[config.mk]
export PLATFORM = sky130hd
export DESIGN_NAME = debounce_bank
export DESIGN_NICKNAME = d
export VERILOG_FILES = /design/src/rtl/debounce_bank.sv
export SDC_FILE = /design/constraint.sdc
export NUM_CORES = 1
export LEC_CHECK = 0
export BUFFER_PORTS_ARGS = -buffer_cell sky130_fd_sc_hd__buf_2
export CAP_MARGIN = 20
export CELL_PAD_IN_SITES_DETAIL_PLACEMENT = 0
export CELL_PAD_IN_SITES_GLOBAL_PLACEMENT = 1
export CORE_MARGIN = 5
export CORE_UTILIZATION = 40
export CTS_BUF_LIST = sky130_fd_sc_hd__clkbuf_4
export CTS_CLUSTER_DIAMETER = 100
export DETAILED_ROUTE_END_ITERATION = 6
export PLACE_DENSITY_LB_ADDON = 0.1
export SLEW_MARGIN = 40
export SYNTH_ARGS = -nofsm -noshare
export SYNTH_HDL_FRONTEND = slang
export SYNTH_HIERARCHICAL = 1
export SYNTH_SLANG_ARGS = --single-unit
[constraint.sdc]
create_clock -name clk -period 5.07 [get_ports clk]
set_input_delay 1.014 -clock clk [delete_from_list [all_inputs] [get_ports clk]]
set_output_delay 1.014 -clock clk [all_outputs]
set_load 0.005 [all_outputs]
[src/rtl/debounce_bank.sv]
// Multi-channel switch debouncer: synchroniser, stability counter, clean level and rise/fall pulses.
// Define DEBOUNCE_LONG_PRESS_EN to add per-channel long-hold detection on long_press.
module debounce_lane #(
  parameter int DELAY       = 20_000,
  parameter int SYNC_STAGES = 2,
  parameter bit INIT        = 1'b0,
  parameter int LONG_DELAY  = 1_000_000
) (
  input  logic clk,
  input  logic rst,
  input  logic noisy,
  output logic clean,
  output logic rise,
  output logic fall,
  output logic long_press,
  output logic event_d
);
  localparam int CW = $clog2(DELAY + 1);
  localparam logic [CW-1:0] DMAX = CW'(DELAY);

  logic [SYNC_STAGES-1:0] sync_q, sync_d;
  logic          prev_q, prev_d, clean_q, clean_d;
  logic          rise_q, rise_d, fall_q, fall_d;
  logic [CW-1:0] cnt_q, cnt_d;
  logic          s, long_d;

  assign s = sync_q[SYNC_STAGES-1];

  always_comb begin
    sync_d  = {sync_q[SYNC_STAGES-2:0], noisy};
    prev_d  = prev_q;
    cnt_d   = cnt_q;
    clean_d = clean_q;
    if (s != prev_q) begin
      prev_d = s;
      cnt_d  = '0;
    end else if (cnt_q < DMAX) begin
      cnt_d = cnt_q + 1'b1;
    end else begin
      clean_d = prev_q;
    end
    // Pulses coincide with the cycle clean actually changes, so a change of s
    // in the same edge as saturation cannot produce an orphan pulse.
    rise_d = clean_d & ~clean_q;
    fall_d = ~clean_d & clean_q;
  end

  always_ff @(posedge clk or posedge rst) begin
    if (rst) begin
      sync_q  <= {SYNC_STAGES{INIT}};
      prev_q  <= INIT;
      clean_q <= INIT;
      cnt_q   <= '0;
      rise_q  <= 1'b0;
      fall_q  <= 1'b0;
    end else begin
      sync_q  <= sync_d;
      prev_q  <= prev_d;
      clean_q <= clean_d;
      cnt_q   <= cnt_d;
      rise_q  <= rise_d;
      fall_q  <= fall_d;
    end
  end

`ifdef DEBOUNCE_LONG_PRESS_EN
  localparam int HW = $clog2(LONG_DELAY + 1);
  localparam logic [HW-1:0] LMAX = HW'(LONG_DELAY);

  logic [HW-1:0] hold_q, hold_d;
  logic          long_q;

  // Counter sits at 0 while clean is low, so it is 0 in the rise cycle and
  // reaches LONG_DELAY exactly LONG_DELAY edges after rise.
  always_comb begin
    hold_d = hold_q;
    if (!clean_q)          hold_d = '0;
    else if (hold_q < LMAX) hold_d = hold_q + 1'b1;
    long_d = clean_q && (hold_q == LMAX - 1'b1);
  end

  always_ff @(posedge clk or posedge rst) begin
    if (rst) begin
      hold_q <= '0;
      long_q <= 1'b0;
    end else begin
      hold_q <= hold_d;
      long_q <= long_d;
    end
  end

  assign long_press = long_q;
`else
  assign long_d     = 1'b0;
  assign long_press = 1'b0;
`endif

  assign clean   = clean_q;
  assign rise    = rise_q;
  assign fall    = fall_q;
  assign event_d = rise_d | fall_d | long_d;
endmodule

module debounce_bank #(
  parameter int CHANNELS    = 4,
  parameter int DELAY       = 20_000,
  parameter int SYNC_STAGES = 2,
  parameter bit INIT        = 1'b0,
  parameter int LONG_DELAY  = 1_000_000
) (
  input  logic                clk,
  input  logic                rst,
  input  logic [CHANNELS-1:0] noisy,
  output logic [CHANNELS-1:0] clean,
  output logic [CHANNELS-1:0] rise,
  output logic [CHANNELS-1:0] fall,
  output logic                any_event,
  output logic [CHANNELS-1:0] long_press
);
  logic [CHANNELS-1:0] event_d;
  logic                any_event_q, any_event_d;

  for (genvar i = 0; i < CHANNELS; i++) begin : g_lane
    debounce_lane #(
      .DELAY(DELAY), .SYNC_STAGES(SYNC_STAGES), .INIT(INIT), .LONG_DELAY(LONG_DELAY)
    ) u_lane (
      .clk(clk), .rst(rst), .noisy(noisy[i]),
      .clean(clean[i]), .rise(rise[i]), .fall(fall[i]),
      .long_press(long_press[i]), .event_d(event_d[i])
    );
  end

  always_comb any_event_d = |event_d;

  always_ff @(posedge clk or posedge rst) begin
    if (rst) any_event_q <= 1'b0;
    else     any_event_q <= any_event_d;
  end

  assign any_event = any_event_q;
endmodule

# == Word level (Yosys, flattened, before mapping) ==
# Cells that the tools add are included.
# classes
magnitude_cmp,4
n_mux,16
reduce_logical,5
n_eq_ne,4
n_addsub,4
bitwise_logic,20
# op_table
cell,n
15-bit two-way mux,8
"15-bit by 1-bit adder with 15-bit output, second input constant",4
"15-bit less-than comparator, second input constant",4
1-bit AND,8
1-bit two-way mux,8
1-bit inverter,8
2-bit nonzero test,4
1-bit != test,4
1-bit OR,4
4-bit OR reduction,1
# word_totals
input_bits,6
register_bits,85
out_inout_bits,17
wordCells,78

# == Depth between registers and ports, before layout ==
# Gate-level depths: netlist (run 1).
# logic_depth
ltp_word,7
ltp_mapped,8
mapped_depth_nobuf,8

# == Modules after synthesis ==
# Netlist (run 1), hierarchy kept.
# modules_own_cells
mod,area_per_inst_um2,cells_each,instances,seq_area_each_um2
debounce_lane,1066.0,106,4,525.5
debounce_bank,36.3,3,1,25.0

# == Worst setup path after synthesis (run 1) ==
# OpenSTA, ideal clock, no wires.
# synth_timing
kind,register to register
startpoint,register g_lane[1].u_lane.cnt_q[9]
endpoint,register any_event_q (netlist: any_event)
arrival_time_ns,1.907
n_path_buf,0
path_stages_with_launch,9
setup_time_ns,0.139
required_ns,4.931
synth_period_minus_slack_ns,2.046
path_slack_ns,3.024
cell_sequence,dfrtp_1 nand3_1 o21ai_1 nand3b_1 a21oi_1 a21oi_1 ha_1 inv_1 or4_1
# synth_between
elab_chain_len,7
word_cells_on_any_way,8
cone_classes,order compare (1); mux (2); bitwise (4); reduce/logical (1)
# synth_lines
item,line,rtl
from (decl),24,"logic [CW-1:0] cnt_q, cnt_d;"
from (signal assigned),60,cnt_q <= cnt_d;
15-bit less-than comparator *,37,end else if (cnt_q < DMAX) begin
1-bit two-way mux *,37,
1-bit two-way mux *,34,if (s != prev_q) begin
1-bit inverter,45,fall_d = ~clean_d & clean_q;
1-bit AND,45,
1-bit OR *,101,assign event_d = rise_d | fall_d | long_d;
net event_d[1],120,logic [CHANNELS-1:0] event_d;
4-bit OR reduction *,133,always_comb any_event_d = |event_d;
net any_event_d,121,"logic any_event_q, any_event_d;"
to (signal assigned),137,else any_event_q <= any_event_d;
to (decl),121,
# Mark *: on every way through the listed nets, which the timed path passes. The rest lies on a longest branch.
# A chain may end at the register's enable or synchronous reset.

# == Worst setup path in the final report (run 1) ==
# layout_timing
startpoint,register g_lane[1].u_lane.cnt_q[10]
endpoint,register any_event_q (netlist: any_event)
# The elaborated chain is that of the path after synthesis.

==> results of run 1 <==
-- placed cells by master, fill, tap and decap left out, types with 5 or more instances in the layout --
cell type	count
inv_1	13
buf_2	18
o21ai_1	8
a211oi_1	8
xnor2_1	44
o31ai_1	8
nand4_1	12
nor3_1	8
or4_1	5
clkbuf_4	9
dfrtp_1	85
nand3_1	20
a21oi_1	36
nand2_1	16
nor2_1	60
ha_1	8
nand3b_1	8
-- synth_stat cells --
cell and count:
dfrtp_1 85, nor2_1 60, xnor2_1 44, a21oi_1 36, nand3_1 20, inv_1 17
nand2_1 16, nand4_1 12, a211oi_1 8, buf_6 8, clkbuf_1 8, ha_1 8
nand3b_1 8, nor3_1 8, o21ai_1 8, o31ai_1 8, or4_1 5, a21boi_0 4
a31oi_1 4, and2_0 4, and2_1 4, and4_1 4, and4_4 4, buf_4 4
conb_1 4, nand3_2 4, nor3_2 4, nor4_1 4, nor4_2 4, nor4bb_1 4
o21ai_2 4, or3_1 4, or3b_4 4, xor2_1 4
-- per-stage QoR --
step	total power, mW	hold slack, ps	worst slack [ps]	instances
CTS	1.17	367	2770	577
detailed placement	0.817	336	2800	561
global route	1.22	372	2540	577
floorplan	0.793	331	3020	427
global placement	0.815	334	2890	561
finish	1.15	366	2770	577
-- cells by family after synthesis --
logic type,Yosys count
simple gates,173
flops,85
compound gates,72
xor+xnor,48
buf+inv,37
fa+ha+maj,8
other cells,4
-- layer usage --
metal  share of wire (%)  up-vias  track usage, %
met5                   0        -               0
met4                 1.7        0            5.37
met3                 3.5       14            3.50
met2                  43       51            20.3
met1                  51     1439            20.1
li1                    -     1497               -
-- final timing paths --
kind / start / endpoint / slack [ps] / cells after the start
max reg2reg: g_lane[1].u_lane/cnt_q[10] / any_event / 2770 / 8
min: g_lane[2].u_lane/sync_q[0] / g_lane[2].u_lane/sync_q[1] / 370 / 0
min reg2reg: g_lane[2].u_lane/sync_q[0] / g_lane[2].u_lane/sync_q[1] / 370 / 0
max in group asynchronous: rst / g_lane[0].u_lane/cnt_q[2] / 4110 / 2
max: g_lane[1].u_lane/cnt_q[10] / any_event / 2770 / 8
min in group asynchronous: rst / any_event / 470 / 2
-- cell type report --
type,instances,share of cell area (%)
Clock buffer,9,1.48
Multi-Input combinational cell,305,43.6
Timing Repair Buffer,18,1.98
Clock inverter,7,1.10
Inverter,17,1.40
Tap cell,136,3.73
Sequential cell,85,46.7
-- flip-flops by register name (all words and copies together), names as in the netlist --
name	cells
g_lane.u_lane/cnt_q	60
g_lane.u_lane/sync_q	8
g_lane.u_lane/clean	4
g_lane.u_lane/fall	4
g_lane.u_lane/prev_q	4
g_lane.u_lane/rise	4
any_event	1
-- power by group through the flow --
stage	registers, mW	clock network, mW	logic [mW]
4_1_cts	0.723	0.368	0.0815
2_1_floorplan	0.728	0	0.0649
5_1_grt	0.726	0.396	0.0962
3_5_place_dp	0.735	0	0.0813
6_report	0.722	0.346	0.0798
3_3_place_gp	0.734	0	0.0813
==> out/qor.csv, run 1 <==
metric;value;unit
status;complete, no violations;
synthAdderAreaFrac;2.33;%
grt_antenna_before_repair;0;
cts_setup_buffers;0;
dieArea;12900;µm²
cts_resized;0;
synthTopCellsByArea;dfrtp_1 (49%), xnor2_1 (9.0%), nor2_1 (5.2%);
drcViolationCount;0;
max_stage_delay;500;ps
power.switching;320;µW
synth_compound_area_share;10.0;%
hpwl;5660;µm
cts_buffers;9;
io_buffers;18;
rows;37;
synth_nets;441;
ant_nets;0;
slew_headroom;50.0;%
p_seq_share;62.9;%
grt_pass1_vias;3059;
start_util;41.3;%
min_period_over_period;45.3;%
cts-htree-levels;3;
yosys_warnings;6;
synth_top_area_share;49.5;%
die_y;114;µm
tightest_slew;744;ps
grt_pass1_wl;14800;µm
tritoncts;yes;
synth_xor_area_share;9.78;%
yosysSeqAreaShare;49.5;%
synth-seq-cells;85;
drive_gt1_share;14.7;%
final_net_count;450;
io_pins;23;
multiInputGateArea;1990;µm²
grt-ovfl-total;0;
synth_top_family_by_area;simple AND/OR/NAND/NOR gates;
timing.critical_path.mode_cell;a21oi_1;
clk_path_buf_depth;2;
synth_area;4300;µm²
fillers;1036;
min_path_type;flop to flop;
clockPowerShare;30.1;%
critPathTopFamily;simple AND/OR/NAND/NOR gates;
crit_fanout;5;
final_area;4560;µm²
fin_skew;17.8;ps
grt_max_degree;22;
ctsHoldBuffers;0;
drv_slew;0;
yosys.area_share.simple;23.1;%
start_kind;flop;
area_delta_synth_final;5.99;%
vias;3001;
placeableCoreArea;10400;µm²
internal-power;828;µW
first_pass_iters;4;
grtUsageTotal;14.0;%
regArea;2130;µm²
post-route-util;43.8;%
worstPathRequired;5380;ps
crit_chain;nand3_1, o21ai_1, nand3b_1, a21oi_1, a21oi_1, ha_1, inv_1, or4_1;
avgSynthCellArea;10.1;µm²
synthDistinctLibCells;34;
tns;0;ps
critPathBufInv;1;
peakVddDrop;102;µV
insertedDiodeCount;0;
p_comb_share;7.0;%
worstSetupPathType;flop to flop;
end_kind;flop;
insertion_delay;430;ps
clk_pin_slew;140;ps
slowest_stage;or4_1;
p_leak;1.82;nW
hold_viol;0;
routabilityCongestion;0.763;
swShare;27.9;%
routed_wl;8260;µm
wl_per_cell;14.3;µm
drv_cap;0;
synth_top_area_cell;dfrtp_1;
rsz0062_at_grt;no;
syn_inst;427;
via_per_inst;5.20;
drtIter0Drc;112;
clock_sinks;85;
dieWidth;114;µm
muxShareOfSynthArea;0;%
max_freq;0.435;GHz
dpl_cell_area;4440;µm²
crit_arrival;2600;ps
setup_violations;0;
cts_root_buf;clkbuf_4;
power.density;252;nW/µm²
fin_crit;2300;ps
No activity file was read; power rests on OpenSTA's default activity.
==> run 2, diff against run 1 <==
--- a/config.mk
+++ b/config.mk
@@ -5,6 +5,7 @@
 export SDC_FILE = /design/constraint.sdc
 export NUM_CORES = 1
 export LEC_CHECK = 0
+export ABC_AREA = 1
 export BUFFER_PORTS_ARGS = -buffer_cell sky130_fd_sc_hd__buf_2
 export CAP_MARGIN = 20
 export CELL_PAD_IN_SITES_DETAIL_PLACEMENT = 0
==> constraint.sdc (replaced) <==
create_clock -name clk -period 2.3 [get_ports clk]
set_input_delay 0.46 -clock clk [delete_from_list [all_inputs] [get_ports clk]]
set_output_delay 0.46 -clock clk [all_outputs]
set_load 0.005 [all_outputs]
==> run 2 against run 1 <==
Compared with the run above:
- combinational power up 130%
- maximum frequency up 24%
- final cell count increased by 53%
- clock-buffer cell count rose by 4
- largest cell class is now multi-input combinational cells
- highest routed layer unchanged
==> out/qor.csv, run 2 <==
metric;value;unit
fillers;1321;
area_delta_synth_final;6.54;%
synth_top_area_cell;dfrtp_1;
ctsHoldBuffers;1;
drcViolationCount;0;
final_net_count;717;
synth_area;5070;µm²
peakVddDrop;186;µV
status;complete, no violations;
grt_util_met1;22.5;%
rsz0062_at_grt;no;
grt_pass1_wl;19300;µm
cts_buffers;9;
end_kind;flop;
clock_sinks;85;
synth-seq-cells;85;
hold_viol;0;
r2r-start;g_lane[3].u_lane/cnt_q[12];
fin_crit;1860;ps
grtUsageMet3;2.40;%
slew_headroom;55.7;%
synth_ff_type;dfrtp_1;
min_period_over_period;80.7;%
grt_antenna_before_repair;1;
max_freq;0.539;GHz
wl_per_cell;12.6;µm
io_buffers;18;
grt_busiest_layer;met2;
syn_inst;685;
fin_skew;19.0;ps
final_common_cell;nand2_1;
die_y;123;µm
multiInputGateArea;2390;µm²
grt_max_degree;23;
first_pass_iters;6;
fin_ws;444;ps
yosysSeqAreaShare;42.0;%
crit_arrival;2200;ps
whs;111;ps
synth_top_area_share;42.0;%
dieWidth;123;µm
drive_gt1_share;11.3;%
drtIter0Drc;248;
max_stage_delay;460;ps
synthDistinctLibCells;27;
clk_pin_slew;140;ps
grtUsageTotal;16.4;%
placed_cells;863;
clk_path_buf_depth;2;
tns;0;ps
synthTopCellsByArea;dfrtp_1 (42%), nand2_1 (16%), inv_1 (7.2%);
layoutNonFillerInstCount;880;
min-delay-start;noisy[1];
grt_pass1_vias;4003;
cts_resized;0;
worstSetupPathType;flop to flop;
rows;41;
use_met2;25.6;%
cts_root_buf;clkbuf_4;
slowest_stage;dfrtp_1;
async_flop_share;100;%
placeableCoreArea;12500;µm²
drv_cap;0;
routed_wl;11100;µm
p_leak;2.88;nW
cts_setup_buffers;0;
vias;4134;
ys_top_cells_by_count;nand2_1 (213), inv_1 (97), dfrtp_1 (85);
crit_fanout;9;
cts-htree-levels;3;
via_per_inst;4.70;
insertion_delay;450;ps
grt-ovfl-total;0;
io_pins;23;
power.density;468;nW/µm²
dieArea;15000;µm²
routabilityCongestion;0.857;
crit_chain;o21ai_0, nand2_2, nor2_8, inv_1, nand3_1, o21ai_0, ha_1, inv_1, nor2_1, nand2_1;
total_power;2.53;mW
drv_slew;0;
tightest_slew;659;ps
regArea;2130;µm²
largest-register;g_lane.u_lane/cnt_q;
largest_reg_flops;60;
hpwl;8000;µm
synth_enable_flop_cells;0;
worstPathRequired;2640;ps
yosys_warnings;6;
synth_nets;699;
yosysMostFrequentCell;nand2_1;
top_regs;g_lane.u_lane/cnt_q (60), g_lane.u_lane/sync_q (8);
cp-startpoint;g_lane[3].u_lane/cnt_q[12];
min_path_type;input pin to flop;
place_ws;466;ps
setup_violations;0;
tritoncts;yes;
start_util;40.5;%
start_kind;flop;
avgSynthCellArea;7.40;µm²
final_cell_mix;nand2_1 (213), inv_1 (97), dfrtp_1 (85);
ant_nets;0;
==> run 2: changes by cell type in the layout (fill, tap and decap cells not counted), sizes merged, moves of 10 or more <==
cell and change:
nand2 +205, inv +86, xnor2 -44, nand3 +40, a21oi -36, o21ai +32
nand4 +16, nor2 +10
==> run 2: layout make-up <==
class                   count  area share [%]
multi-input cells         475            44.3
flip-flops and latches     85            39.4
inverters                 105            7.30
well taps                 172            3.98
repair buffers             27            2.97
clock buffers              13            1.81
clock inverters             2           0.208
diodes                      1          0.0463
==> run 2: cell families after synthesis <==
| group | count (synthesis) | synth area share, % |
|---|---|---|
| flops | 85 | 42.0 |
| other cells | 4 | 0.296 |
| xor+xnor | 8 | 1.97 |
| compound gates | 56 | 6.02 |
| simple gates | 399 | 36.9 |
| fa+ha+maj | 8 | 1.97 |
| buf+inv | 125 | 10.8 |
==> run 2: final timing paths <==
kind	endpoint	slack (ps)	cells after the start
setup / recovery	any_event	440	10
hold / removal	g_lane[1].u_lane/sync_q[0]	110	1
setup reg to reg	any_event	440	10
hold reg to reg	g_lane[3].u_lane/sync_q[1]	390	0
max in group asynchronous	g_lane[2].u_lane/cnt_q[7]	1420	4
min in group asynchronous	any_event	450	3
==> run 2: through the flow <==
| step | util (%) | instance area, µm² |
|---|---|---|
| finish | 43.2 | 5400 |
| floorplan | - | 5070 |
| global placement | 42.2 | 5280 |
| global route | 43.2 | 5400 |
| CTS | 43.1 | 5400 |
| detailed placement | 42.2 | 5280 |
==> run 2: critical path: cells and delay by family (launching register included) <==
kind                       cells  cell delay, ps
AOI/OAI and AO/OA              2             320
adders and majority gates      1             270
buffers and inverters          2             110
DFF                            1             460
and+or+nand+nor                5             570
==> run 2: routing by layer <==
metal  vias up  share of wire [%]
met4         0                2.2
met2        30                 46
met5         -                  0
met3        14                1.8
met1      1904                 50
li1       2186                  -
==> run 2: power breakdown <==
part | total [mW] | internal, mW | switching [mW]
combinational | 0.185 | 0.0582 | 0.126
sequential | 1.58 | 1.54 | 0.0403
clock | 0.767 | 0.263 | 0.503
